<file path="src/rtl/arb_pkg.sv">
// Shared definitions for the eight-way round-robin arbiter: state encoding,
// sizing constants and the index-to-one-hot helper.
package arb_pkg;

  localparam int N_REQ = 8;
  localparam int ID_W  = 3;

  typedef enum logic {
    IDLE  = 1'b0,
    GRANT = 1'b1
  } arb_state_t;

  function automatic logic [N_REQ-1:0] onehot_from_id(input logic [ID_W-1:0] id);
    logic [N_REQ-1:0] oh;
    oh = '0;
    oh[id] = 1'b1;
    return oh;
  endfunction

endpackage

</file>
<file path="src/rtl/rr_pick8.sv">
// Combinational round-robin picker: rotate requests so ptr sits at bit 0,
// take the lowest set bit, then map the index back to client numbering.
module rr_pick8
  import arb_pkg::*;
(
  input  logic [N_REQ-1:0] req,
  input  logic [ID_W-1:0]  ptr,
  output logic [ID_W-1:0]  win_id,
  output logic             any
);

  logic [N_REQ-1:0] rot;
  logic [ID_W-1:0]  idx;

  always_comb begin
    rot = '0;
    for (int i = 0; i < N_REQ; i++) begin
      // 3-bit sum wraps mod 8, which is exactly the rotation we want
      rot[i] = req[ID_W'(i) + ptr];
    end
  end

  always_comb begin
    idx = '0;
    for (int i = N_REQ - 1; i >= 0; i--) begin
      if (rot[i]) idx = ID_W'(i);
    end
  end

  assign any    = |req;
  assign win_id = idx + ptr;

endmodule

</file>
<file path="src/rtl/rr_arb8.sv">
// Eight-requester round-robin arbiter with grant hold, explicit release and
// hold-time preemption. All outputs are registered.
module rr_arb8
  import arb_pkg::*;
#(
  parameter int unsigned HOLD_MAX = 16
) (
  input  logic             clk,
  input  logic             rst_n,
  input  logic             en,
  input  logic [N_REQ-1:0] req,
  input  logic             done,
  output logic [N_REQ-1:0] gnt,
  output logic [ID_W-1:0]  gnt_id,
  output logic             gnt_valid,
  output logic             preempt,
  output arb_state_t       fsm_state
);

  localparam logic [7:0] HOLD_LAST = 8'(HOLD_MAX - 1);

  // Handshake: a client raises req[i] and keeps it high; gnt[i] answers one
  // cycle later and stays until done, req[i] dropping, or the hold timeout.

  arb_state_t       state, state_n;
  logic [ID_W-1:0]  ptr, ptr_n;
  logic [7:0]       hold_cnt, hold_cnt_n;
  logic [N_REQ-1:0] gnt_n;
  logic [ID_W-1:0]  gnt_id_n;
  logic             gnt_valid_n;
  logic             preempt_n;
  logic [ID_W-1:0]  win_id;
  logic             any;

  rr_pick8 u_pick (
    .req    (req),
    .ptr    (ptr),
    .win_id (win_id),
    .any    (any)
  );

  always_comb begin
    state_n     = state;
    ptr_n       = ptr;
    hold_cnt_n  = hold_cnt;
    gnt_n       = gnt;
    gnt_id_n    = gnt_id;
    gnt_valid_n = gnt_valid;
    preempt_n   = 1'b0;
    unique case (state)
      IDLE: begin
        gnt_n       = '0;
        gnt_id_n    = '0;
        gnt_valid_n = 1'b0;
        hold_cnt_n  = '0;
        if (en && any) begin
          state_n     = GRANT;
          gnt_n       = onehot_from_id(win_id);
          gnt_id_n    = win_id;
          gnt_valid_n = 1'b1;
          ptr_n       = win_id + 1'b1;
        end
      end
      GRANT: begin
        if (done || !req[gnt_id] || hold_cnt == HOLD_LAST) begin
          state_n     = IDLE;
          gnt_n       = '0;
          gnt_id_n    = '0;
          gnt_valid_n = 1'b0;
          hold_cnt_n  = '0;
          // a normal release wins over a timeout landing in the same cycle
          preempt_n   = !(done || !req[gnt_id]);
        end else begin
          hold_cnt_n = hold_cnt + 1'b1;
        end
      end
      default: state_n = IDLE;
    endcase
  end

  always_ff @(posedge clk or negedge rst_n) begin
    if (!rst_n) begin
      state     <= IDLE;
      ptr       <= '0;
      hold_cnt  <= '0;
      gnt       <= '0;
      gnt_id    <= '0;
      gnt_valid <= 1'b0;
      preempt   <= 1'b0;
    end else begin
      state     <= state_n;
      ptr       <= ptr_n;
      hold_cnt  <= hold_cnt_n;
      gnt       <= gnt_n;
      gnt_id    <= gnt_id_n;
      gnt_valid <= gnt_valid_n;
      preempt   <= preempt_n;
    end
  end

  assign fsm_state = state;

endmodule

</file>
<file path="config.mk">
export PLATFORM = sky130hd
export DESIGN_NAME = rr_arb8
export DESIGN_NICKNAME = d
export VERILOG_FILES = /design/src/rtl/arb_pkg.sv /design/src/rtl/rr_pick8.sv /design/src/rtl/rr_arb8.sv
export SDC_FILE = /design/constraint.sdc
export NUM_CORES = 1
export LEC_CHECK = 0
export BUFFER_PORTS_ARGS = -buffer_cell sky130_fd_sc_hd__buf_2
export CAP_MARGIN = 5
export CORE_MARGIN = 3
export CORE_UTILIZATION = 55
export DETAILED_ROUTE_END_ITERATION = 6
export GPL_ROUTABILITY_DRIVEN = 0
export GPL_TIMING_DRIVEN = 0
export PLACE_DENSITY = 0.77
export SYNTH_ARGS = -nofsm -noshare
export SYNTH_HDL_FRONTEND = slang
export SYNTH_SLANG_ARGS = --single-unit
export TNS_END_PERCENT = 5
</file>
<file path="constraint.sdc">
create_clock -name clk -period 5.7 [get_ports clk]
set_input_delay 1.14 -clock clk [delete_from_list [all_inputs] [get_ports clk]]
set_output_delay 1.14 -clock clk [all_outputs]
set_load 0.1 [all_outputs]
</file>
==> flow_summary_export.csv <==
group,metric,value,unit
yosys,syn_avg_cell_area,10.5,sq um
sta,whs,472,ps
cells_and_area,nets,220,
cts,cts-root-buf,"clkbuf_4",
job,cap_violations,0,
floorplan,rows,20,
yosys,synthSimpleGateAreaFrac,0.171,
detailed_routing,drt-total-wl,4200,microns
yosys,netlist_top_cells_count,"25 x dfrtp_1, 20 x nand2_1, 12 x nor2_1",
yosys,synth_top_family_by_area,"multiplexers",
yosys,ys.flop_type,"dfrtp_1",
detailed_routing,drc,0,
sta,grt_setup_unrepaired,"false",
cts,insertion_delay,320,ps
setup_path,cp_cell_sequence,"buf_6 > clkbuf_1 > inv_1 > ha_1 > clkbuf_1 > mux4_2 > mux2_2 > or2_2 > o2bb2ai_1 > a22o_1 > fa_1 > ha_1 > xnor2_1 > a21oi_1 > nand3b_1 > xnor2_1",
floorplan,die_w,63.3,microns
cts,htree_levels,1,
floorplan,coreArea,3100,sq um
yosys,synth_top_area_frac,0.347,
cells_and_area,n_antenna_cell,0,
setup_path,crit_type,"reg -> reg",
cells_and_area,postLayoutCellArea,2020,sq um
placed_design,post_dp_cell_area,1990,sq um
detailed_routing,postRouteAntennaNets,0,
detailed_routing,drtPass1Iterations,4,
cts,cts_tree,"done",
sta,tns,0,ps
status,status,"finished clean",
yosys,synth_fa_ha_area_frac,0.0457,
global_routing,grt_pass1_wl,7360,microns
sta,post-route-period-util,0.824,
yosys,syn-cell-area,1810,sq um
setup_path,critical-path-max-stage-delay,590,ps
floorplan,die_area,4010,sq um
global_routing,grt_max_degree,26,
yosys,ys_types,43,
setup_path,path_max_fanout,10,
detailed_routing,drtIter0Drc,242,
cells_and_area,syn_to_final_growth,11.6,%
placed_design,detailed_place_hpwl,3280,microns
yosys,synth_edf_count,0,
cts,ctsResizeCount,0,
yosys,synthCells,172,
sta,setup_viol,0,
yosys,synth.area.mux_share,0.198,
yosys,synth-compound-area-share,0.135,
setup_path,crit_end,"ptr[2]",
placed_design,portBuffers,25,
floorplan,fp.dieH,63.3,microns
setup_path,critPathSlowestCell,"mux4_2",
cts,cts_buffer_depth,2,
setup_path,cp-end-kind,"register",
floorplan,io-pin-count,26,
setup_path,timing.rr.end,"ptr[2]",
cts,clock_sinks,25,
cts,postCtsSetupBuffers,0,
setup_path,cp.required,5900,ps
min_path,hold_class,"reg -> reg",
cts,postCtsHoldBufs,0,
yosys,synth_seq_cells,25,
cts,cts_buffers,3,
floorplan,initial_core_util,0.582,
yosys,yosysTopAreaCell,"dfrtp_1",
yosys,synth-xor-area-share,0.0672,
setup_path,reg2reg_depth,16,
setup_path,reg2reg_slack,1000,ps
yosys,ys_top_cells_by_area,"dfrtp_1 35%, mux4_2 11%, mux2_2 4.4%",
yosys,synth_warnings,0,
sta,worstMarginPinSlew,580,ps
yosys,syn-num-nets,190,
sta,finalHoldViolations,0,
global_routing,grt_overflow,0,
sta,finalMaxSlewViolations,0,
sta,fmaxAchievable,0.213,GHz
cells_and_area,fillers,271,
yosys,synth.most_common_cell,"dfrtp_1",
setup_path,critPathArrivalTime,4900,ps
setup_path,critPathLaunchType,"register",
sta,clock_skew,8.18,ps
global_routing,grt_pass1_vias,1579,
setup_path,reg2reg_from,"ptr[0]",
sta,max_slew_margin,0.613,
detailed_routing,vias,1503,
detailed_routing,viasPerCell,6.13,
yosys,yosysSeqAreaShare,0.347,
setup_path,crit_start,"ptr[0]",
yosys,ys_async_sr_fraction,1.00,
detailed_routing,post_drt_wl_per_cell,17.2,microns
global_routing,grt_antenna_before_repair,0,
cts,path_clk_slew,140,ps
cells_and_area,drive_gt1_frac,0.269,
global_routing,track_usage,0.228,
cells_and_area,fin_util,0.650,
sta,period_needed,4700,ps
==> metal layers <==
| metal | global-route usage | up-vias | part of all wire |
|---|---|---|---|
| met5 | 0 | - | 0 |
| met4 | 0.0593 | 0 | 0.014 |
| met3 | 0.0357 | 4 | 0.061 |
| met2 | 0.387 | 56 | 0.50 |
| met1 | 0.306 | 742 | 0.43 |
| li1 | - | 701 | - |
==> cell usage in the layout (no fill, tap or decap), drive strengths merged, types with 3 or more instances in the layout <==
master and count:
buf 28, dfrtp 25, nand2 20, nor2 12, mux4 10, nand3 9, mux2 7, xnor2 7
clkbuf 7, xor2 6, inv 6, a32o 6, mux2i 5, o21ai 5, ha 5, nor4 4
nand2b 4, a21oi 4, or2 4, a31oi 3
==> per-stage QoR <==
stage / setup slack, ps / std cells
finish: 1000 / 245
CTS: 999 / 245
global placement: 1240 / 241
floorplan: 1530 / 172
detailed placement: 1040 / 241
global route: 684 / 245
==> kinds of logic (layout without fill, tap and decap cells) <==
kind of cell    count (synthesis)  after routing
simple gates                   62             62
compound gates                 31             31
fa+ha+maj                       6              6
buf+inv                        13             42
mux                            22             22
flops                          25             25
xor+xnor                       13             13
==> worst max-delay path, delay by kind of cell (launching register included) <==
kind / cells / cell delay [ps]
xor+xnor: 2 / 360
buf+inv: 4 / 960
simple gates: 2 / 470
compound gates: 3 / 420
mux: 2 / 900
flops: 1 / 410
fa+ha+maj: 3 / 1070
==> registers in the layout, indices dropped and copies added (netlist names) <==
signal / flops
gnt: 8
hold_cnt: 8
gnt_id: 3
ptr: 3
fsm_state: 1
gnt_valid: 1
preempt: 1
==> final cells by class <==
cell class,count,area [sq um],share of cell area
Tap cell,44,55.1,0.0273
Sequential cell,25,626,0.310
Timing Repair Buffer,25,125,0.0621
Clock buffer,3,22.5,0.0112
Multi-Input combinational cell,134,1110,0.553
Clock inverter,1,7.51,0.00372
Inverter,6,22.5,0.0112
Buffer,7,42.5,0.0211
==> worst min path at each step <==
stage | startpoint | endpoint | slack [ps] | cells past startpoint
detailed placement | hold_cnt[0] | hold_cnt[0] | 450 | 1
global placement | hold_cnt[0] | hold_cnt[0] | 440 | 1
floorplan | hold_cnt[0] | hold_cnt[0] | 420 | 1
finish | hold_cnt[0] | hold_cnt[0] | 470 | 1
global route | hold_cnt[0] | hold_cnt[0] | 510 | 1
CTS | hold_cnt[0] | hold_cnt[0] | 470 | 1
Power is not shown: default switching activity piles up to over one toggle a cycle in this logic, so the estimate is an artifact.
